File: config.mk
export PLATFORM = sky130hd
export DESIGN_NAME = jt12_bus_master
export DESIGN_NICKNAME = d
export VERILOG_FILES = /design/src/rtl/jt12_bm_pkg.sv /design/src/rtl/jt12_bm_fifo.sv /design/src/rtl/jt12_bus_master.sv
export SDC_FILE = /design/constraint.sdc
export NUM_CORES = 1
export LEC_CHECK = 0
export CAP_MARGIN = 20
export CORE_UTILIZATION = 55
export CTS_CLUSTER_DIAMETER = 60
export DETAILED_ROUTE_END_ITERATION = 10
export PLACE_DENSITY = 0.72
export RECOVER_POWER = 25
export SLEW_MARGIN = 20
export SYNTH_ARGS = -nofsm -noshare
export SYNTH_HDL_FRONTEND = slang
export SYNTH_HIERARCHICAL = 1
export SYNTH_SLANG_ARGS = --single-unit
File: constraint.sdc
create_clock -name i_clk -period 4.5 [get_ports i_clk]
set_input_delay 0.45 -clock i_clk [delete_from_list [all_inputs] [get_ports i_clk]]
set_output_delay 0.45 -clock i_clk [all_outputs]
set_load 0.01 [all_outputs]
File: src/rtl/jt12_bm_pkg.sv
// Shared definitions for jt12_bus_master: FSM encoding, command word layout and fixed timing.
package jt12_bm_pkg;

  localparam int unsigned CMD_W      = 17;
  localparam int unsigned SETTLE_CYC = 2;

  typedef enum logic [2:0] {
    S_IDLE   = 3'd0,
    S_ADDR   = 3'd1,
    S_GAP    = 3'd2,
    S_DATA   = 3'd3,
    S_SETTLE = 3'd4,
    S_WAIT   = 3'd5
  } state_t;

  // Command word {part, reg, val}
  typedef struct packed {
    logic       part;
    logic [7:0] rg;
    logic [7:0] val;
  } cmd_t;

  function automatic logic [1:0] mk_addr(input logic part, input logic is_data);
    return {part, is_data};
  endfunction

endpackage

File: src/rtl/jt12_bm_fifo.sv
// Synchronous first-word-fall-through command FIFO with registered full/empty and flush.
module jt12_bm_fifo
  import jt12_bm_pkg::*;
#(
  parameter int unsigned AW = 4
) (
  input  logic             i_clk,
  input  logic             i_rst,
  input  logic             i_push,
  input  logic             i_pop,
  input  logic             i_flush,
  input  logic [CMD_W-1:0] i_din,
  output logic             o_full,
  output logic             o_empty,
  output logic [CMD_W-1:0] o_dout
);

  localparam int unsigned DEPTH = 2 ** AW;

  logic [CMD_W-1:0] r_mem [DEPTH];
  logic [AW-1:0]    r_wr_ptr;
  logic [AW-1:0]    r_rd_ptr;
  logic [AW:0]      r_count;
  logic [AW:0]      w_count_nx;
  logic             r_full;
  logic             r_empty;
  logic             w_do_push;
  logic             w_do_pop;

  // Flush wins over both push and pop in the same cycle
  assign w_do_push  = i_push && !r_full && !i_flush;
  assign w_do_pop   = i_pop && !r_empty && !i_flush;
  assign w_count_nx = r_count + (AW+1)'(w_do_push) - (AW+1)'(w_do_pop);

  always_ff @(posedge i_clk) begin
    if (i_rst || i_flush) begin
      r_wr_ptr <= '0;
      r_rd_ptr <= '0;
      r_count  <= '0;
      r_full   <= 1'b0;
      r_empty  <= 1'b1;
    end else begin
      if (w_do_push) r_wr_ptr <= r_wr_ptr + AW'(1);
      if (w_do_pop)  r_rd_ptr <= r_rd_ptr + AW'(1);
      r_count <= w_count_nx;
      r_full  <= (w_count_nx == (AW+1)'(DEPTH));
      r_empty <= (w_count_nx == '0);
    end
  end

  always_ff @(posedge i_clk) begin
    if (w_do_push) r_mem[r_wr_ptr] <= i_din;
  end

  assign o_dout  = r_mem[r_rd_ptr];
  assign o_full  = r_full;
  assign o_empty = r_empty;

endmodule

File: src/rtl/jt12_bus_master.sv
// Host-side initiator for the JT12 CPU write port: queues commands and serialises address/data writes.
// Optional JT12_ADDR_CACHE_EN skips the address write when {part,reg} matches the last one written.
module jt12_bus_master
  import jt12_bm_pkg::*;
#(
  parameter int unsigned FIFO_AW = 4,
  parameter int unsigned GAP_CYC = 1,
  parameter int unsigned BUSY_TO = 1023
) (
  input  logic       i_clk,
  input  logic       i_rst,
  input  logic       i_cmd_valid,
  output logic       o_cmd_ready,
  input  logic       i_cmd_part,
  input  logic [7:0] i_cmd_reg,
  input  logic [7:0] i_cmd_val,
  input  logic       i_flush,
  output logic [1:0] o_bus_addr,
  output logic [7:0] o_bus_dout,
  output logic       o_bus_write,
  input  logic       i_bus_busy,
  output logic       o_idle,
  output logic       o_to_err
);

  localparam int unsigned CNT_W = $clog2(BUSY_TO + 16);

  state_t           r_state;
  state_t           w_state_nx;
  logic [CNT_W-1:0] r_cnt;
  logic [CNT_W-1:0] w_cnt_nx;
  logic [CMD_W-1:0] w_fifo_dout;
  cmd_t             w_head;
  logic             w_full;
  logic             w_empty;
  logic             w_pop;
  logic             w_hit;
  logic             w_timeout;
  logic             w_push_acc;
  logic             r_part;
  logic [7:0]       r_val;
  logic             r_write;
  logic             w_write_nx;
  logic [1:0]       r_addr;
  logic [1:0]       w_addr_nx;
  logic [7:0]       r_dout;
  logic [7:0]       w_dout_nx;
  logic             r_idle;
  logic             r_to_err;

  jt12_bm_fifo #(
    .AW (FIFO_AW)
  ) u_fifo (
    .i_clk   (i_clk),
    .i_rst   (i_rst),
    .i_push  (i_cmd_valid),
    .i_pop   (w_pop),
    .i_flush (i_flush),
    .i_din   ({i_cmd_part, i_cmd_reg, i_cmd_val}),
    .o_full  (w_full),
    .o_empty (w_empty),
    .o_dout  (w_fifo_dout)
  );

  assign w_head     = w_fifo_dout;
  assign w_push_acc = i_cmd_valid && !w_full && !i_flush;

`ifdef JT12_ADDR_CACHE_EN
  logic       r_cache_vld;
  logic [8:0] r_cache_tag;

  assign w_hit = r_cache_vld && (r_cache_tag == {w_head.part, w_head.rg});

  // Tag is captured whenever an address write is started
  always_ff @(posedge i_clk) begin
    if (i_rst || i_flush || w_timeout) begin
      r_cache_vld <= 1'b0;
    end else if (w_pop && !w_hit) begin
      r_cache_vld <= 1'b1;
      r_cache_tag <= {w_head.part, w_head.rg};
    end
  end
`else
  assign w_hit = 1'b0;
`endif

  always_ff @(posedge i_clk) begin
    if (i_rst) r_state <= S_IDLE;
    else       r_state <= w_state_nx;
  end

  // Next state plus next values of the registered bus pins
  always_comb begin
    w_state_nx = r_state;
    w_cnt_nx   = r_cnt;
    w_write_nx = 1'b0;
    w_addr_nx  = r_addr;
    w_dout_nx  = r_dout;
    w_pop      = 1'b0;
    w_timeout  = 1'b0;
    case (r_state)
      S_IDLE: begin
        if (!w_empty && !i_flush) begin
          w_pop      = 1'b1;
          w_write_nx = 1'b1;
          if (w_hit) begin
            w_state_nx = S_DATA;
            w_addr_nx  = mk_addr(w_head.part, 1'b1);
            w_dout_nx  = w_head.val;
          end else begin
            w_state_nx = S_ADDR;
            w_addr_nx  = mk_addr(w_head.part, 1'b0);
            w_dout_nx  = w_head.rg;
          end
        end
      end
      S_ADDR: begin
        w_state_nx = S_GAP;
        w_cnt_nx   = '0;
      end
      S_GAP: begin
        if (r_cnt == CNT_W'(GAP_CYC - 1)) begin
          w_state_nx = S_DATA;
          w_write_nx = 1'b1;
          w_addr_nx  = mk_addr(r_part, 1'b1);
          w_dout_nx  = r_val;
        end else begin
          w_cnt_nx = r_cnt + CNT_W'(1);
        end
      end
      S_DATA: begin
        w_state_nx = S_SETTLE;
        w_cnt_nx   = '0;
      end
      S_SETTLE: begin
        if (r_cnt == CNT_W'(SETTLE_CYC - 1)) begin
          w_state_nx = S_WAIT;
          w_cnt_nx   = '0;
        end else begin
          w_cnt_nx = r_cnt + CNT_W'(1);
        end
      end
      S_WAIT: begin
        if (!i_bus_busy) begin
          w_state_nx = S_IDLE;
        end else if (r_cnt == CNT_W'(BUSY_TO - 1)) begin
          w_timeout  = 1'b1;
          w_state_nx = S_IDLE;
        end else begin
          w_cnt_nx = r_cnt + CNT_W'(1);
        end
      end
      default: w_state_nx = S_IDLE;
    endcase
  end

  always_ff @(posedge i_clk) begin
    if (i_rst) begin
      r_cnt    <= '0;
      r_part   <= 1'b0;
      r_val    <= '0;
      r_write  <= 1'b0;
      r_addr   <= '0;
      r_dout   <= '0;
      r_idle   <= 1'b1;
      r_to_err <= 1'b0;
    end else begin
      r_cnt   <= w_cnt_nx;
      r_write <= w_write_nx;
      r_addr  <= w_addr_nx;
      r_dout  <= w_dout_nx;
      if (w_pop) begin
        r_part <= w_head.part;
        r_val  <= w_head.val;
      end
      if (w_timeout) r_to_err <= 1'b1;
      r_idle <= (w_state_nx == S_IDLE) && (w_empty || i_flush) && !w_push_acc;
    end
  end

  assign o_cmd_ready = ~w_full;
  assign o_bus_write = r_write;
  assign o_bus_addr  = r_addr;
  assign o_bus_dout  = r_dout;
  assign o_idle      = r_idle;
  assign o_to_err    = r_to_err;

endmodule

==> flow_summary.json, run 1 <==
{
  "slew_viol_final": 0,
  "cts-root-buf": "clkbuf_16",
  "placed_cells": 1069,
  "antenna_found_initial": 0,
  "synth_fa_ha_area_frac": 0.0141,
  "fmax_mhz": 273,
  "r2r_slack_ps": 840,
  "grt_pass1_wl_um": 40000,
  "whs_path_depth": 2,
  "setup_slack_ps": 842,
  "wirelength_um": 26100,
  "layout-drive-gt1-share": 0.182,
  "cts_setup_buffers": 0,
  "final.min_clock_period_ps": 3660,
  "hold-path-endpoint": "r_part",
  "place.gp.congestion": 0.822,
  "whs_ps": 456,
  "coreArea_um2": 22800,
  "yosysTopAreaCell": "edfxtp_1",
  "dp_slack_ps": 640,
  "slowest_delay_ps": 500,
  "worstPathCellList": "or3_1 -> or3_1 -> inv_1 -> nor2b_1 -> xnor2_1 -> nor2_1 -> ha_1 -> inv_1 -> fa_1 -> nand2b_1 -> a21oi_1 -> xnor2_1 -> a41o_1",
  "yosys_warnings": 6,
  "power.total_mw": 6.40,
  "initial_core_util": 0.567,
  "synth_edf_count": 272,
  "r2r_end": "u_fifo/o_empty",
  "crit_type": "flip-flop to flip-flop",
  "hold_viol": 0,
  "cts_inserted_buffers": 34,
  "crit_required_ps": 4890,
  "status": "finished, final reports clean",
  "nNetsFinal": 828,
  "drc": 0,
  "yosys.area_share.simple": 0.0623,
  "p_leak_nw": 4.67,
  "syn_inst": 744,
  "cts_sinks": 327,
  "synth_mux_area_frac": 0.128,
  "drt_first_pass_iters": 5,
  "grt_pass1_vias": 6962,
  "fin_area_um2": 14800,
  "syn_nets": 780,
  "worstPathMaxFanout": 12,
  "synth.distinct_cells": 54,
  "synth_top_area_share": 0.630,
  "syn_to_final_growth_pct": 14.2,
  "die_area_um2": 24200,
  "dpl.hpwl_um": 15600,
  "nFillCells": 1589,
  "async_reset_ff_frac": 0,
  "die_w_um": 156,
  "grt_max_degree": 69,
  "postPlaceCellArea_um2": 13700,
  "powerDensity_nw_per_um2": 432,
  "ioPinCount": 36,
  "finish.utilization": 0.648,
  "ys.flop_type": "edfxtp_1",
  "synth_seq_cells": 327,
  "worstHoldStart": "r_part",
  "tns_ps": 0,
  "grt_usage": 0.227,
  "timing.rr.start": "r_state[1]",
  "cp_slowest_cell": "or3_1",
  "fin_crit_sh": 0.813,
  "die_height_um": 156,
  "antennaDiodeCount": 0,
  "ys_seq_area_frac": 0.715,
  "post_drt_wl_per_cell_um": 23.1,
  "netlist_area_um2": 13000,
  "hold_buffers": 0,
  "setup_viol": 0,
  "slew_headroom": 0.327,
  "clk_latency_ps": 510,
  "rsz0062_at_grt": "false",
  "finalClockSkew_ps": 12.3,
  "clockBufferDepth": 3,
  "drt-initial-drc-count": 558,
  "rr_worst_depth": 13,
  "hold_class": "flip-flop to flip-flop",
  "clk_pin_slew_ps": 60,
  "layout.cells.non_filler": 1130,
  "crit_arrival_ps": 4050,
  "cts-resized-gates": 0,
  "max_slew.worst_pin.slew_ps": 1010,
  "via_per_inst": 6.06,
  "synth_top_family_by_area": "multiplexers",
  "ir_worst_vdd_uv": 326,
  "synth_area_leaders": "edfxtp_1 63%, mux4_2 10%, dfxtp_1 8.5%",
  "maxCapViolCount": 0,
  "port_buffers": 35,
  "htree_num_levels": 2,
  "synth_xor_area_frac": 0.00811,
  "row_count": 55,
  "overflow": 0,
  "synth_compound_area_frac": 0.0488,
  "syn_avg_cell_area_um2": 17.4,
  "ant_nets": 0,
  "cts_tree": "yes",
  "vias": 6844,
  "startpoint_type": "flip-flop",
  "endpoint_kind": "flip-flop"
}
-- cells by family after synthesis --
kind of cell,after synthesis
buffers and inverters,55
AO/OA/AOI/OAI,93
AND/OR/NAND/NOR,166
XOR/XNOR,12
flip-flops,327
multiplexers,77
adder cells (fa/ha/maj),14
-- final cells by class --
class                   instances  area, µm²  area share
well taps                     313        392      0.0265
clock buffers                  44        921      0.0622
inverters                      13       48.8     0.00330
repair buffers                 54        518      0.0350
flip-flops and latches        327       9270       0.627
clock inverters                17        209      0.0141
multi-input cells             362       3440       0.232
-- layout by cell type (no fill, tap or decap), drive strengths merged, types with 3 or more instances in the layout --
| master | instances |
|---|---|
| a211oi | 9 |
| a21o | 3 |
| ha | 13 |
| dfxtp | 55 |
| bufinv | 5 |
| nand2b | 6 |
| clkdlybuf4s50 | 22 |
| a22oi | 34 |
| edfxtp | 272 |
| nand2 | 52 |
| mux2i | 9 |
| o21ai | 5 |
| xnor2 | 7 |
| clkinv | 10 |
| mux4 | 68 |
| nor3 | 9 |
| a21oi | 27 |
| nand4 | 6 |
| clkbuf | 44 |
| or4 | 9 |
| nor2 | 48 |
| or3 | 5 |
| nand3 | 8 |
| o31ai | 8 |
| buf | 19 |
| dlygate4sd3 | 13 |
| nor3b | 4 |
| xor2 | 5 |
| inv | 14 |
| nor2b | 7 |
-- layer usage --
layer  vias to the layer above  wire, µm  track usage
li1                       3049         -            -
met1                      3532     10900        0.304
met2                       214     13100        0.378
met3                        49      1500       0.0393
met4                         0       641       0.0798
met5                         -         0            0
-- how the worst max path moves through the flow --
stage,end,cells past startpoint,start,slack [ps]
2_1_floorplan,u_fifo/o_empty,15,r_state[1],1340
3_3_place_gp,u_fifo/o_empty,13,i_flush,730
3_5_place_dp,u_fifo/o_empty,13,i_flush,640
4_1_cts,u_fifo/o_empty,13,r_state[1],820
5_1_grt,u_fifo/o_full,13,r_state[0],460
6_report,u_fifo/o_empty,13,r_state[1],840
-- cell usage after synthesis (7+ instances only) --
cell type  number
edfxtp_1      272
mux4_2         58
dfxtp_1        55
nand2_1        52
nor2_1         48
a22oi_1        34
a21oi_1        27
clkbuf_1       16
ha_1           13
inv_1          13
buf_2          10
mux4_1         10
mux2i_1         9
or4_1           9
nand3_1         8
nor3_1          8
o31ai_1         8
a211oi_1        7
nor2b_1         7
xnor2_1         7
-- state kept, by name (all words and copies together), names as in the netlist, named ones only --
register         cells
o_to_err             1
o_bus_dout           8
u_fifo/r_rd_ptr      4
r_part               1
u_fifo/r_count       5
r_state              3
r_cnt               11
o_idle               1
r_val                8
u_fifo/r_wr_ptr      4
o_bus_addr           2
o_bus_write          1
u_fifo/r_mem       272
u_fifo/o_empty       1
u_fifo/o_full        1
-- worst max-delay path: cells and delay by family, from the launching register on --
kind                       cells  cell delay (ps)
buffers and inverters          2              380
xor gates and xnor gates       2              240
DFF                            1              400
adders and majority gates      2              560
and+or+nand+nor                5             1580
AOI/OAI and AO/OA              2              390
-- where the power goes --
group | internal [mW] | switching [mW]
sequential | 3.31 | 0.0227
clock | 1.73 | 1.09
combinational | 0.0955 | 0.149
Note: power is estimated with default switching activity, not from simulation.
==> run 2: changes to the inputs <==
- clock period: 4.5 -> 3.6 ns (I/O delays scaled with it)
==> run 2 against run 1 <==
Total power grew 24%. Critical path depth is the same. Sequential share of layout area shrank 0.25 points. Sequential cell count is the same. Fmax grew 11%. Die area is the same. Clock-buffer cell count shrank 3. Critical path type unchanged. Clock skew grew 3.7 ps. Sequential power grew 25%. Register-to-register slack lost 540 ps.
==> flow_summary.json, run 2 (same netlist as run 1, synthesis figures left out) <==
{
  "status": "finished, final reports clean",
  "layout.cells.non_filler": 1137,
  "top_register": "u_fifo/r_mem",
  "worstPathMaxFanout": 10,
  "r2r_end": "u_fifo/o_full",
  "via_per_inst": 6.13,
  "die_area_um2": 24200,
  "ioPinCount": 36,
  "fmax_mhz": 303,
  "dr_wl_met2_um": 13100,
  "nNetsFinal": 838,
  "drc": 0,
  "overflow": 0,
  "wl_met1_um": 11000,
  "fin_crit_sh": 0.917,
  "hold_buffers": 0,
  "cp_top_family": "simple AND/OR/NAND/NOR gates",
  "antenna_found_initial": 0,
  "wirelength_um": 26700,
  "crit_type": "flip-flop to flip-flop",
  "cts-resized-gates": 0,
  "cts-root-buf": "clkbuf_16",
  "layout_commonest_cell": "edfxtp_1",
  "vias": 6973,
  "timing.rr.start": "r_state[1]",
  "max_slew.worst_pin.slew_ps": 994,
  "r2r_slack_ps": 300,
  "slowest_delay_ps": 450,
  "grt_pass1_wl_um": 40900,
  "endpoint": "u_fifo/o_full",
  "layout-drive-gt1-share": 0.192,
  "tns_ps": 0,
  "ir_worst_vdd_uv": 370,
  "worstPathCellList": "or3_1 -> or3_1 -> inv_1 -> nor2b_1 -> xnor2_1 -> nor2_1 -> ha_1 -> inv_1 -> fa_1 -> nand2b_1 -> a21oi_1 -> xnor2_1 -> nor4b_1",
  "place.gp.congestion": 0.838,
  "port_buffers": 35,
  "endpoint_kind": "flip-flop",
  "dpl.hpwl_um": 14900,
  "antennaDiodeCount": 0,
  "coreArea_um2": 22800,
  "critPathLaunch": "r_state[1]",
  "cp_num_buf_inv": 2,
  "layout_common_cells": "272 x edfxtp_1, 58 x mux4_2, 53 x dfxtp_1",
  "grt_usage": 0.233,
  "syn_to_final_growth_pct": 14.6,
  "crit_required_ps": 3990,
  "slew_headroom": 0.338,
  "powerDensity_nw_per_um2": 536,
  "hold_viol": 0,
  "finalClockSkew_ps": 15.9,
  "startpoint_type": "flip-flop",
  "die_height_um": 156,
  "post_drt_wl_per_cell_um": 23.5,
  "grt_pass1_vias": 6971,
  "crit_arrival_ps": 3700,
  "p_leak_nw": 4.71,
  "highest_layer": "met4",
  "final.min_clock_period_ps": 3300,
  "cp_slowest_cell": "or3_1",
  "setup_viol": 0,
  "initial_core_util": 0.567,
  "placed_cells": 1078,
  "largest_reg_flops": 272,
  "largestRegisters": "u_fifo/r_mem x272, r_cnt x11",
  "hold_class": "flip-flop to flip-flop",
  "path_depth": 13,
  "cts_setup_buffers": 0,
  "maxCapViolCount": 0,
  "cts_tree": "yes",
  "clk_pin_slew_ps": 60,
  "grt_max_degree": 69,
  "die_w_um": 156,
  "row_count": 55,
  "clockBufferDepth": 3,
  "htree_num_levels": 2,
  "met3_length_um": 1850,
  "rsz0062_at_grt": "false",
  "rr_worst_depth": 13,
  "cts_sinks": 327,
  "drt_first_pass_iters": 5,
  "worstHoldStart": "r_val[3]",
  "clk_latency_ps": 510,
  "slew_viol_final": 0,
  "drt-initial-drc-count": 676,
  "ant_nets": 0,
  "cts_inserted_buffers": 35
}
run 2: cell count changes in the layout (fill, tap and decap cells not counted):
cell	delta
buf_4	+9
bufinv_16	-1
clkbuf_1	-2
clkbuf_16	+1
clkbuf_2	-1
clkbuf_8	-1
clkdlybuf4s50_1	+2
clkinv_2	-1
clkinv_8	+1
clkinvlp_2	+2
clkinvlp_4	-1
dlygate4sd3_1	-2
inv_6	+1
run 2: final cells by class:
type / instances / area, µm²
sequential: 327 / 9270
inverter: 13 / 48.8
tap: 313 / 392
clock inverter: 18 / 201
multi-input combinational: 362 / 3440
clock buffer: 41 / 920
timing repair buffer: 63 / 586
fill: 1553 / 7990
run 2: worst reg2reg max path, cell delays in order, from the launching register on:
cell and delay (ps):
dfxtp_1 400, or3_1 450, or3_1 340, inv_1 80, nor2b_1 320, xnor2_1 120
nor2_1 110, ha_1 170, inv_1 60, fa_1 390, nand2b_1 170, a21oi_1 180
xnor2_1 130, nor4b_1 270
run 2: routing by layer:
metal / global-route usage / vias up
li1: - / 3074
met1: 0.322 / 3583
met2: 0.384 / 265
met3: 0.0387 / 51
met4: 0.0691 / 0
met5: 0 / -
run 2: how the worst min path moves through the flow:
stage / slack, ps / cells after the start / to
2_1_floorplan: 440 / 2 / r_part
3_3_place_gp: 440 / 2 / r_part
3_5_place_dp: 450 / 2 / r_val[3]
4_1_cts: 460 / 2 / r_val[3]
5_1_grt: 490 / 2 / r_val[1]
6_report: 460 / 2 / r_val[3]
run 2: stage by stage:
step / area (µm²) / setup WS [ps] / hold WS [ps] / power, mW / utilization
finish: 14900 / 298 / 458 / 7.96 / 0.650
global route: 14900 / 81.9 / 486 / 8.19 / 0.650
CTS: 14900 / 334 / 459 / 8.02 / 0.650
detailed placement: 13700 / 233 / 451 / 4.55 / 0.601
global placement: 13700 / 382 / 442 / 4.53 / 0.601
floorplan: 13000 / 435 / 436 / 4.42 / -
run 2: power by group:
group	switching [mW]	total [mW]	internal, mW
Clock	1.38	3.49	2.11
Sequential	0.0295	4.17	4.14
Combinational	0.180	0.301	0.121
